==> src/rtl/periph_timer_ctrl.sv <==
// Memory-mapped timer / LED / 7-segment / switch peripheral on the data bus.
// Define PERIPH_SYSTICK_EN to add a free-running 32-bit SYSTICK counter at offset 0x18.
module periph_timer_ctrl #(
  parameter logic [31:0] BASE_ADDR = 32'h4000_0000,
  parameter int          LED_W     = 8,
  parameter int          DIGI_W    = 12
) (
  input  logic              clk,
  input  logic              reset,
  input  logic [31:0]       Address,
  input  logic [31:0]       WriteData,
  input  logic              MemRead,
  input  logic              MemWrite,
  output logic [31:0]       ReadData,
  input  logic [7:0]        switch,
  output logic [LED_W-1:0]  led,
  output logic [DIGI_W-1:0] digi,
  output logic              irq
);

  typedef enum logic [2:0] {
    OFF_TH      = 3'd0,
    OFF_TL      = 3'd1,
    OFF_TCON    = 3'd2,
    OFF_LED     = 3'd3,
    OFF_SWITCH  = 3'd4,
    OFF_DIGI    = 3'd5,
    OFF_SYSTICK = 3'd6,
    OFF_RSVD    = 3'd7
  } reg_off_e;

  logic [31:0] th, tl;
  logic [2:0]  tcon;          // [0] EN, [1] IE, [2] STATUS
  logic [7:0]  sw_meta, sw_sync;
  logic [31:0] systick_val;

  reg_off_e off;
  logic     in_window, wr_sel;
  logic     wr_th, wr_tl, wr_tcon, wr_led, wr_digi;
  logic     tl_max, overflow;

  assign off       = reg_off_e'(Address[4:2]);
  assign in_window = (Address[31:5] == BASE_ADDR[31:5]);
  assign wr_sel    = MemWrite && in_window;
  assign wr_th     = wr_sel && (off == OFF_TH);
  assign wr_tl     = wr_sel && (off == OFF_TL);
  assign wr_tcon   = wr_sel && (off == OFF_TCON);
  assign wr_led    = wr_sel && (off == OFF_LED);
  assign wr_digi   = wr_sel && (off == OFF_DIGI);

  // A software TL write in the overflow cycle cancels the whole overflow event,
  // including the STATUS set; a TCON write simply overrides STATUS.
  assign tl_max   = (tl == 32'hFFFF_FFFF);
  assign overflow = tcon[0] && tl_max && !wr_tl;

  assign irq = tcon[1] & tcon[2];

  // NOTE: state uses non-blocking assignments so every register samples the
  // pre-edge values; the async reset clears everything without a clock edge.
  always_ff @(posedge clk or negedge reset) begin
    if (!reset) begin
      th   <= '0;
      tl   <= '0;
      tcon <= '0;
      led  <= '0;
      digi <= '0;
    end else begin
      if (wr_th) th <= WriteData;

      if (wr_tl)         tl <= WriteData;
      else if (tcon[0])  tl <= tl_max ? th : tl + 32'd1;

      if (wr_tcon)                  tcon    <= WriteData[2:0];
      else if (overflow && tcon[1]) tcon[2] <= 1'b1;

      if (wr_led)  led  <= WriteData[LED_W-1:0];
      if (wr_digi) digi <= WriteData[DIGI_W-1:0];
    end
  end

  always_ff @(posedge clk or negedge reset) begin
    if (!reset) begin
      sw_meta <= '0;
      sw_sync <= '0;
    end else begin
      sw_meta <= switch;
      sw_sync <= sw_meta;
    end
  end

`ifdef PERIPH_SYSTICK_EN
  logic [31:0] systick;

  always_ff @(posedge clk or negedge reset) begin
    if (!reset) systick <= '0;
    else        systick <= systick + 32'd1;
  end

  assign systick_val = systick;
`else
  assign systick_val = '0;
`endif

  // NOTE: ReadData gets its default first so no path through the case infers a latch.
  always_comb begin
    ReadData = '0;
    if (MemRead && in_window) begin
      case (off)
        OFF_TH:      ReadData = th;
        OFF_TL:      ReadData = tl;
        OFF_TCON:    ReadData = {29'd0, tcon};
        OFF_LED:     ReadData = 32'(led);
        OFF_SWITCH:  ReadData = {24'd0, sw_sync};
        OFF_DIGI:    ReadData = 32'(digi);
        OFF_SYSTICK: ReadData = systick_val;
        default:     ReadData = '0;
      endcase
    end
  end

  logic unused_addr_bits;
  assign unused_addr_bits = ^Address[1:0];

endmodule

==> config.mk <==
export PLATFORM = sky130hd
export DESIGN_NAME = periph_timer_ctrl
export DESIGN_NICKNAME = d
export VERILOG_FILES = /design/src/rtl/periph_timer_ctrl.sv
export SDC_FILE = /design/constraint.sdc
export NUM_CORES = 1
export LEC_CHECK = 0
export ABC_AREA = 0
export ABC_CLOCK_PERIOD_IN_PS = 2800
export CORE_MARGIN = 2
export CORE_UTILIZATION = 41
export CTS_CLUSTER_DIAMETER = 150
export DETAILED_ROUTE_END_ITERATION = 10
export PLACE_DENSITY_LB_ADDON = 0.25
export REMOVE_ABC_BUFFERS = 1
export SETUP_SLACK_MARGIN = 0.05
export SLEW_MARGIN = 15
export SYNTH_ARGS = -nofsm -noshare
export SYNTH_HDL_FRONTEND = slang
export SYNTH_SLANG_ARGS = --single-unit
==> constraint.sdc <==
create_clock -name clk -period 2.8 [get_ports clk]
set_input_delay 0.56 -clock clk [delete_from_list [all_inputs] [get_ports clk]]
set_output_delay 0.56 -clock clk [all_outputs]
set_load 0.03 [all_outputs]
==> results of run 1 <==
[worst register-to-register path: cells and delay by family, from the launching register on]
family          cells  cell delay, ps
compound gates      1              80
mux                 2             460
fa+ha+maj           1             230
flops               1             450
buf+inv             1             220
simple gates        3             990
[registers in the layout, summed over array words and instances, names as in the netlist]
signal / cells
digi: 12
tl: 32
tcon: 3
led: 8
sw_sync: 8
th: 32
sw_meta: 8
[cell usage in the layout, fill, tap and decap left out, types with 12 or more instances in the layout]
master           instances
clkdlybuf4s50_1         63
dfrtp_1                103
a21oi_1                 30
clkbuf_2                14
mux2_2                  68
nand4_1                 12
buf_4                   74
o21ai_0                 13
mux2i_1                 18
nor2_1                  32
a22oi_1                 24
nand2_1                 25
a31oi_1                 12
buf_6                   12
nand3_1                 22
[metal layers]
layer  track usage  share of wire  vias up
met2         0.410           0.51      200
met3        0.0502          0.052       42
li1              -              -     2419
met4        0.0977          0.027        0
met1         0.301           0.41     2597
met5             0              0        -
[power groups by stage]
| stage | clock network, mW | logic, mW | registers (mW) |
|---|---|---|---|
| 6_report | 1.19 | 0.249 | 1.50 |
| 5_1_grt | 1.30 | 0.266 | 1.50 |
| 4_1_cts | 1.23 | 0.244 | 1.50 |
| 3_5_place_dp | 0 | 0.244 | 1.53 |
| 3_3_place_gp | 0 | 0.239 | 1.53 |
| 2_1_floorplan | 0 | 0.0411 | 1.53 |
[worst paths after layout]
kind | start | to | slack (ps) | depth (start not counted)
min reg2reg | sw_meta[6] | sw_sync[6] | 350 | 0
min in group clk | sw_meta[6] | sw_sync[6] | 350 | 0
max in group asynchronous | reset | tl[23] | 1860 | 2
max | Address[27] | ReadData[21] | 80 | 10
max reg2reg | tl[1] | tl[9] | 260 | 8
min | reset | th[18] | 200 | 1
[cell type report]
class	instances	area (sq um)
inverters	10	37.5
clock inverters	6	56.3
fillers	1165	5670
flip-flops and latches	103	2580
well taps	180	225
multi-input cells	403	3190
clock buffers	9	225
repair buffers	194	1850
[through the flow]
step                cells  cell area, sq um  hold WS [ps]
CTS                   906              8100           218
global route          905              8160           222
detailed placement    870              7440           336
global placement      870              7440           333
finish                905              8160           205
floorplan             516              5560           264
[logic make-up after synthesis]
logic type,Yosys count,synth area share
xor+xnor,11,0.0167
compound gates,117,0.133
fa+ha+maj,1,0.00217
flops,103,0.446
simple gates,183,0.175
buf+inv,46,0.0442
mux,91,0.182
[timing repair]
| item | 4_1_cts | 5_1_grt |
|---|---|---|
| pin swaps | 17 | 14 |
| cloned | 6 | 1 |
| gates resized for setup | 77 | 62 |
| setup buffers | 15 | 2 |
| endpoints found under the setup margin | 32 | 66 |
==> results.tsv, run 1 <==
metric	value	unit
hold_viol	0	
fp.coreArea	13800	sq um
place_congestion	0.855	
grt_max_degree	63	
diodes	0	
slowest_stage	a21o_4	
finalPower	2.94	mW
io_pins	129	
timing.final.ws_setup	79.0	ps
cp_slowest_stage_delay	260	ps
final_util	0.590	
synth.distinct_cells	59	
setup-tns-final	0	ps
drc_errors	0	
drive_above_1_share	0.356	
dieWidth	123	microns
synth_largest_area_cell	dfrtp_1	
dieArea	15000	sq um
path_class	input pin to output pin	
htree_levels	3	
synth_top_cells_by_count	dfrtp_1, mux2_2, nor2_1	
ys_top_cells_by_area	dfrtp_1, mux2_2, a22oi_1	
grt_overflow	0	
cts_sinks	103	
max-cap-violations	0	
hp-class	input pin to asynchronous set/reset pin	
track_usage	0.242	
async_reset_ff_frac	1.00	
core.rowCount	43	
fmax	368	MHz
yosysWarnings	0	
power_frac_comb	0.085	
grt_pass1_vias	5445	
p_sw	702	uW
powerDensity	360	nW/um^2
vias	5258	
rsz0062_at_grt	no	
clockBufferDepth	2	
yosysTopAreaCellShare	0.446	
initial_core_util	0.418	
antenna_found_initial	0	
cts_root_buffer	clkbuf_16	
worstPathBufferInverterCount	4	
cp.required	2240	ps
clk_pin_slew	70	ps
critPathTopFamily	simple AND/OR/NAND/NOR gates	
hold_buffers	0	
die_h	123	microns
cp_cell_sequence	clkdlybuf4s15_1 -> nor4_2 -> nand3_1 -> buf_4 -> nor2_4 -> nand2_2 -> a21o_4 -> buf_12 -> nor2_4 -> buf_6	
synth_edf_count	0	
first_pass_iters	7	
clock_latency	350	ps
syn_inst	552	
place_ws	-127	ps
worst_slew_pin_slew	573	ps
status	finished clean	
areaGrowthSynthToFinish	41.3	%
grt_pass1_wl	28.1	mm
power_frac_clock	0.405	
swShare	0.239	
netlist_area	5770	sq um
dpl.hpwl	11.8	mm
ys.flop_type	dfrtp_1	
period_minus_slack	2720	ps
crit_fanout	5	
synth-seq-area-share	0.446	
intPower	2.24	mW
tritoncts	yes	
numCtsBuffers	9	
final-setup-viol-count	0	
cp-end-kind	output pin	
dr.first_iter.drc_count	340	
power_frac_seq	0.510	
post_drt_via_cell_ratio	5.81	
ir_drop	0.351	mV
start_kind	input pin	
synth.most_common_cell	dfrtp_1	
crit_top_cell	nor2_4	
wl_per_cell	20.0	microns
ys_ff_latch	103	
syn_area_per_cell	10.5	sq um
relSlewSlack	0.618	
finalCritPeriodShare	0.972	
skew	6.32	ps
finalWirelength	18.1	mm
fin_nets	798	
critPathArrivalTime	2160	ps
ant_nets	0	
drv_slew	0	
power_leakage	3.51	nW
numPortBuffers	126	
(Power assumes the default switching activity.)
==> run 2, diff against run 1 <==
--- a/config.mk
+++ b/config.mk
@@ -7,6 +7,7 @@
 export LEC_CHECK = 0
 export ABC_AREA = 0
 export ABC_CLOCK_PERIOD_IN_PS = 2800
+export CORE_ASPECT_RATIO = 0.8
 export CORE_MARGIN = 2
 export CORE_UTILIZATION = 41
 export CTS_CLUSTER_DIAMETER = 150
==> run 2 against run 1 <==
Routed wire length shrank 2.5%. Sequential share of layout area is 0.77 points lower. Die area barely moved. Via count fell by 1.0%. Total power is 4.7% higher. Combinational power is 2% lower. Clock power is 12% higher. Clock skew up 1.9 ps. Largest cell class unchanged. Highest routed layer unchanged.
==> results.tsv, run 2 (synthesis gave the netlist of run 1 again) <==
metric	value	unit	change
dpl-instance-area	7720	sq um	+3.8%
status	finished clean		
dieWidth	137	microns	+11%
power_frac_clock	0.433		+0.028
hp-class	input pin to asynchronous set/reset pin		
die_h	110	microns	-10%
dieArea	15100	sq um	about the same
r2r-start	tl[0]		
core.rowCount	38		-12%
clock_latency	360	ps	about the same
timing.final.ws_setup	89.6	ps	+10.6 ps
swShare	0.223		-0.0153
grt_pass1_vias	5182		-4.8%
clk_pin_slew	70	ps	about the same
cp.required	2240	ps	about the same
dp.cells	874		+0.46%
wl_per_cell	19.7	microns	-1.5%
setup-tns-final	0	ps	unchanged
cp-end-kind	output pin		
antenna_found_initial	0		unchanged
numCtsBuffers	9		unchanged
layout_commonest_cell	dfrtp_1		
timing.reg2reg.worst_path_depth	8		unchanged
crit_top_cell	buf_4		
cp_cell_sequence	clkdlybuf4s50_1 -> buf_4 -> buf_4 -> nor2b_1 -> a22oi_1 -> o22a_1 -> nor2_1 -> buf_12		
numPortBuffers	126		unchanged
worstReg2RegEnd	tl[22]		
final-setup-viol-count	0		unchanged
fmax	369	MHz	+0.39%
drv_slew	0		unchanged
critical_path.endpoint	ReadData[0]		
grt_pass1_wl	27.6	mm	-1.8%
power_frac_seq	0.488		-0.022
powerDensity	368	nW/um^2	+2.2%
max-cap-violations	0		unchanged
slowest_stage	clkdlybuf4s50_1		
ant_nets	0		unchanged
dr.first_iter.drc_count	410		+21%
htree_levels	3		unchanged
r2r_slack	290	ps	+30 ps
path_class	input pin to output pin		
finalWirelength	17.7	mm	-2.5%
place_congestion	0.886		+3.7%
fp.coreArea	13600	sq um	-1.3%
finalInstanceArea	8360	sq um	+2.5%
intPower	2.39	mW	+6.8%
start_kind	input pin		
grt_overflow	0		unchanged
drc_errors	0		unchanged
io_pins	129		unchanged
skew	8.24	ps	+1.92 ps
dpl.hpwl	12.2	mm	+3.5%
finalCritPeriodShare	0.968		-0.00378
initial_core_util	0.423		+0.00555
tritoncts	yes		
vias	5205		-1.0%
cp_slowest_stage_delay	400	ps	+140 ps
finalPower	3.08	mW	+4.7%
layout_common_cells	dfrtp_1, mux2_2, clkdlybuf4s50_1		
drive_above_1_share	0.331		-0.0249
areaGrowthSynthToFinish	44.8	%	
rsz0062_at_grt	yes		
post_drt_via_cell_ratio	5.81		about the same
grt_max_degree	62		-1.6%
worst_slew_pin_slew	622	ps	+49.8 ps
final_util	0.613		+0.0227
fin_cells	896		-0.99%
hold_buffers	0		unchanged
power_leakage	3.53	nW	+0.74%
clockBufferDepth	2		unchanged
hold_viol	0		unchanged
first_pass_iters	5		-2
holdWs	200	ps	-4.69 ps
fin_nets	788		-1.3%
ir_drop	0.278	mV	-21%
critPathLaunch	Address[3]		
place_ws	-182	ps	-55.2 ps
relSlewSlack	0.584		-0.0340
critPathArrivalTime	2150	ps	about the same
power_frac_comb	0.079		-0.006
top_regs	th x32, tl x32, digi x12		
crit_fanout	13		+8
cts_sinks	103		unchanged
diodes	0		unchanged
cts_root_buffer	clkbuf_16		
p_sw	688	uW	-2.0%
track_usage	0.240		-0.00211
period_minus_slack	2710	ps	-10.6 ps
-- run 2: cell count changes in the layout (fill, tap and decap cells not counted), sizes merged --
cell,change
buf,-11
clkbuf,-3
clkinvlp,-1
dlymetal6s2s,+4
clkdlybuf4s50,+1
dlygate4sd2,+2
bufinv,+1
inv,-2
-- run 2: routing by layer --
metal,wire length (microns),track usage,share of wire
met1,8130,0.329,0.46
met2,8140,0.380,0.46
met3,1220,0.0631,0.069
met4,197,0.0603,0.011
met5,0,0,0
-- run 2: how the worst min path moves through the flow --
stage	start	endpoint	slack, ps	depth (start not counted)
after CTS	reset	th[20]	220	1
after global routing	reset	tl[25]	250	1
after detailed placement	sw_meta[0]	sw_sync[0]	340	0
final	reset	tl[25]	200	1
after floorplan	reset	digi[0]	260	0
after global placement	sw_meta[0]	sw_sync[0]	330	0
-- run 2: area by class of cell --
class,count,area (sq um)
flip-flops and latches,103,2580
clock inverters,4,52.6
multi-input cells,403,3190
repair buffers,184,2010
clock buffers,12,267
fillers,1087,5290
well taps,180,225
inverters,10,37.5
-- run 2: worst max-delay path: cells and delay by family --
kind | cells | cell delay (ps)
simple gates | 2 | 370
compound gates | 2 | 310
buf+inv | 4 | 900
-- run 2: power by group through the flow --
stage / combinational (mW) / clock, mW / sequential (mW)
floorplan: 0.0411 / 0 / 1.53
global placement: 0.242 / 0 / 1.53
detailed placement: 0.247 / 0 / 1.53
CTS: 0.243 / 1.36 / 1.50
global route: 0.263 / 1.42 / 1.50
finish: 0.244 / 1.33 / 1.50
-- run 2: timing repair --
| item | in CTS | in global routing |
|---|---|---|
| buffers inserted | 1 | 1 |
| endpoints found under the setup margin | 32 | 32 |
| pin swaps | 10 | 24 |
| gates cloned | 3 | 1 |
| gates resized for setup | 74 | 41 |
==> run 3, diff against run 2 <==
--- a/config.mk
+++ b/config.mk
@@ -12,6 +12,7 @@
 export CORE_UTILIZATION = 41
 export CTS_CLUSTER_DIAMETER = 150
 export DETAILED_ROUTE_END_ITERATION = 10
+export MAX_ROUTING_LAYER = met4
 export PLACE_DENSITY_LB_ADDON = 0.25
 export REMOVE_ABC_BUFFERS = 1
 export SETUP_SLACK_MARGIN = 0.05
==> run 3 against run 2 <==
Combinational power is essentially flat. Global-route usage up 1.7 points. Fmax increased by 0.25%. Sequential share of layout area about the same. Non-clock buffer count increased by 11. Core utilization barely moved. First-iteration DRC count up 28%. Clock skew hardly changed. Sequential power about the same. Cell area is essentially flat. Routed wire length rose by 1.1%. Final cell count is 1.2% higher. Highest routed layer unchanged.
==> results.tsv, run 3 (synthesis gave the netlist of run 1 again) <==
metric	value	unit	change
holdWs	245	ps	+45.2 ps
hold_viol	0		unchanged
diodes	0		unchanged
clock_latency	360	ps	about the same
clk_pin_slew	70	ps	about the same
layout_commonest_cell	dfrtp_1		
cp_cell_sequence	clkdlybuf4s50_1 -> buf_4 -> buf_4 -> nand2_1 -> buf_4 -> nor2_1 -> nor3_1 -> nor2_1 -> buf_4		
worstReg2RegEnd	tl[0]		
dp.cells	878		+0.46%
timing.reg2reg.worst_path_depth	8		unchanged
wl_per_cell	19.7	microns	about the same
post_drt_via_cell_ratio	5.90		+1.6%
initial_core_util	0.423		unchanged
setup-tns-final	0	ps	unchanged
crit_fanout	13		unchanged
drv_slew	0		unchanged
finalCritPeriodShare	0.966		-0.00239
top_regs	th x32, tl x32, digi x12		
fmax	370	MHz	+0.25%
ant_nets	0		unchanged
final-setup-viol-count	0		unchanged
period_minus_slack	2700	ps	-6.68 ps
relSlewSlack	0.614		+0.0298
dieArea	15100	sq um	unchanged
core.rowCount	38		unchanged
areaGrowthSynthToFinish	44.7	%	about the same
dpl.hpwl	12.0	mm	-1.4%
ir_drop	0.444	mV	+60%
fillers	1057		-2.8%
track_usage	0.257		+0.0170
path_class	input pin to output pin		
numPortBuffers	126		unchanged
grt_overflow	0		unchanged
tritoncts	yes		
worst_slew_pin_slew	579	ps	-43.4 ps
cts_root_buffer	clkbuf_16		
max-cap-violations	0		unchanged
cp-end-kind	output pin		
dpl-instance-area	7750	sq um	+0.39%
fp.coreArea	13600	sq um	unchanged
drc_errors	0		unchanged
cts_sinks	103		unchanged
crit_top_cell	buf_4		
hold_buffers	0		unchanged
grt_max_degree	104		+68%
vias	5354		+2.9%
first_pass_iters	5		unchanged
hp-class	input pin to asynchronous set/reset pin		
fin_cells	907		+1.2%
cp_slowest_stage_delay	450	ps	+50 ps
grt_pass1_wl	28.5	mm	+3.2%
finalInstanceArea	8360	sq um	about the same
critPathArrivalTime	2140	ps	about the same
powerDensity	374	nW/um^2	+1.7%
slowest_stage	clkdlybuf4s50_1		
io_pins	129		unchanged
finalWirelength	17.9	mm	+1.1%
antenna_found_initial	0		unchanged
fin_nets	799		+1.4%
htree_levels	3		unchanged
rsz0062_at_grt	no		
clockBufferDepth	2		unchanged
drive_above_1_share	0.343		+0.0115
dieWidth	137	microns	unchanged
r2r_slack	350	ps	+60 ps
start_kind	input pin		
status	finished clean		
r2r-start	tl[1]		
dr.first_iter.drc_count	524		+28%
skew	8.32	ps	+0.0723 ps
die_h	110	microns	unchanged
numCtsBuffers	9		unchanged
power_leakage	3.54	nW	about the same
cp.required	2240	ps	about the same
layout_common_cells	dfrtp_1, mux2_2, buf_4		
place_congestion	0.898		+1.3%
grt_pass1_vias	5278		+1.9%
-- run 3: changes by cell type in the layout (fill, tap and decap cells not counted), moves of 3 or more --
cell,before,now
dlymetal6s2s_1,5,1
clkbuf_2,7,11
dlygate4sd2_1,10,6
nor2_4,21,15
nor2_2,1,4
nor2_1,27,30
buf_4,53,68
clkbuf_8,3,0
buf_6,6,3
-- run 3: layout make-up --
type	count	area, sq um	share of cell area
multi-input combinational	403	3150	0.377
timing repair buffer	195	2040	0.244
tap	180	225	0.0269
sequential	103	2580	0.308
clock inverter	6	92.6	0.0111
inverter	10	37.5	0.00449
clock buffer	10	229	0.0274
-- run 3: worst max-delay path: cells and delay by family --
family,cells,cell delay (ps)
buf+inv,5,1170
simple gates,4,400
-- run 3: through the flow --
step	power, mW	setup WS (ps)	utilization
floorplan	1.57	-1390	-
global placement	1.77	-145	0.568
detailed placement	1.78	-278	0.568
CTS	3.16	51.5	0.614
global route	3.24	52.6	0.613
finish	3.13	96.3	0.613
-- run 3: power breakdown --
part / switching, mW / internal (mW)
registers: 0.00311 / 1.50
clock network: 0.591 / 0.790
logic: 0.122 / 0.126
-- run 3: metal layers --
layer | wire length, microns | vias to the layer above | GRT usage
met5 | 0 | - | -
met4 | 214 | 0 | 0.0640
met3 | 1230 | 23 | 0.0535
met2 | 8170 | 230 | 0.390
met1 | 8280 | 2688 | 0.354
li1 | - | 2413 | -
-- run 3: timing repair --
item / 4_1_cts / 5_1_grt
pin swaps: 16 / 13
endpoints found under the setup margin: 32 / 49
gates cloned: 3 / 0
setup buffers: 9 / 2
gates resized for setup: 92 / 27
-- run 3: worst max-delay path by stage --
stage	from	end	slack, ps
after global routing	Address[16]	ReadData[22]	50
after CTS	Address[4]	ReadData[9]	50
after floorplan	Address[2]	tcon[2]	-1390
after global placement	Address[7]	ReadData[4]	-140
after detailed placement	Address[23]	ReadData[16]	-280
final	Address[3]	ReadData[1]	100
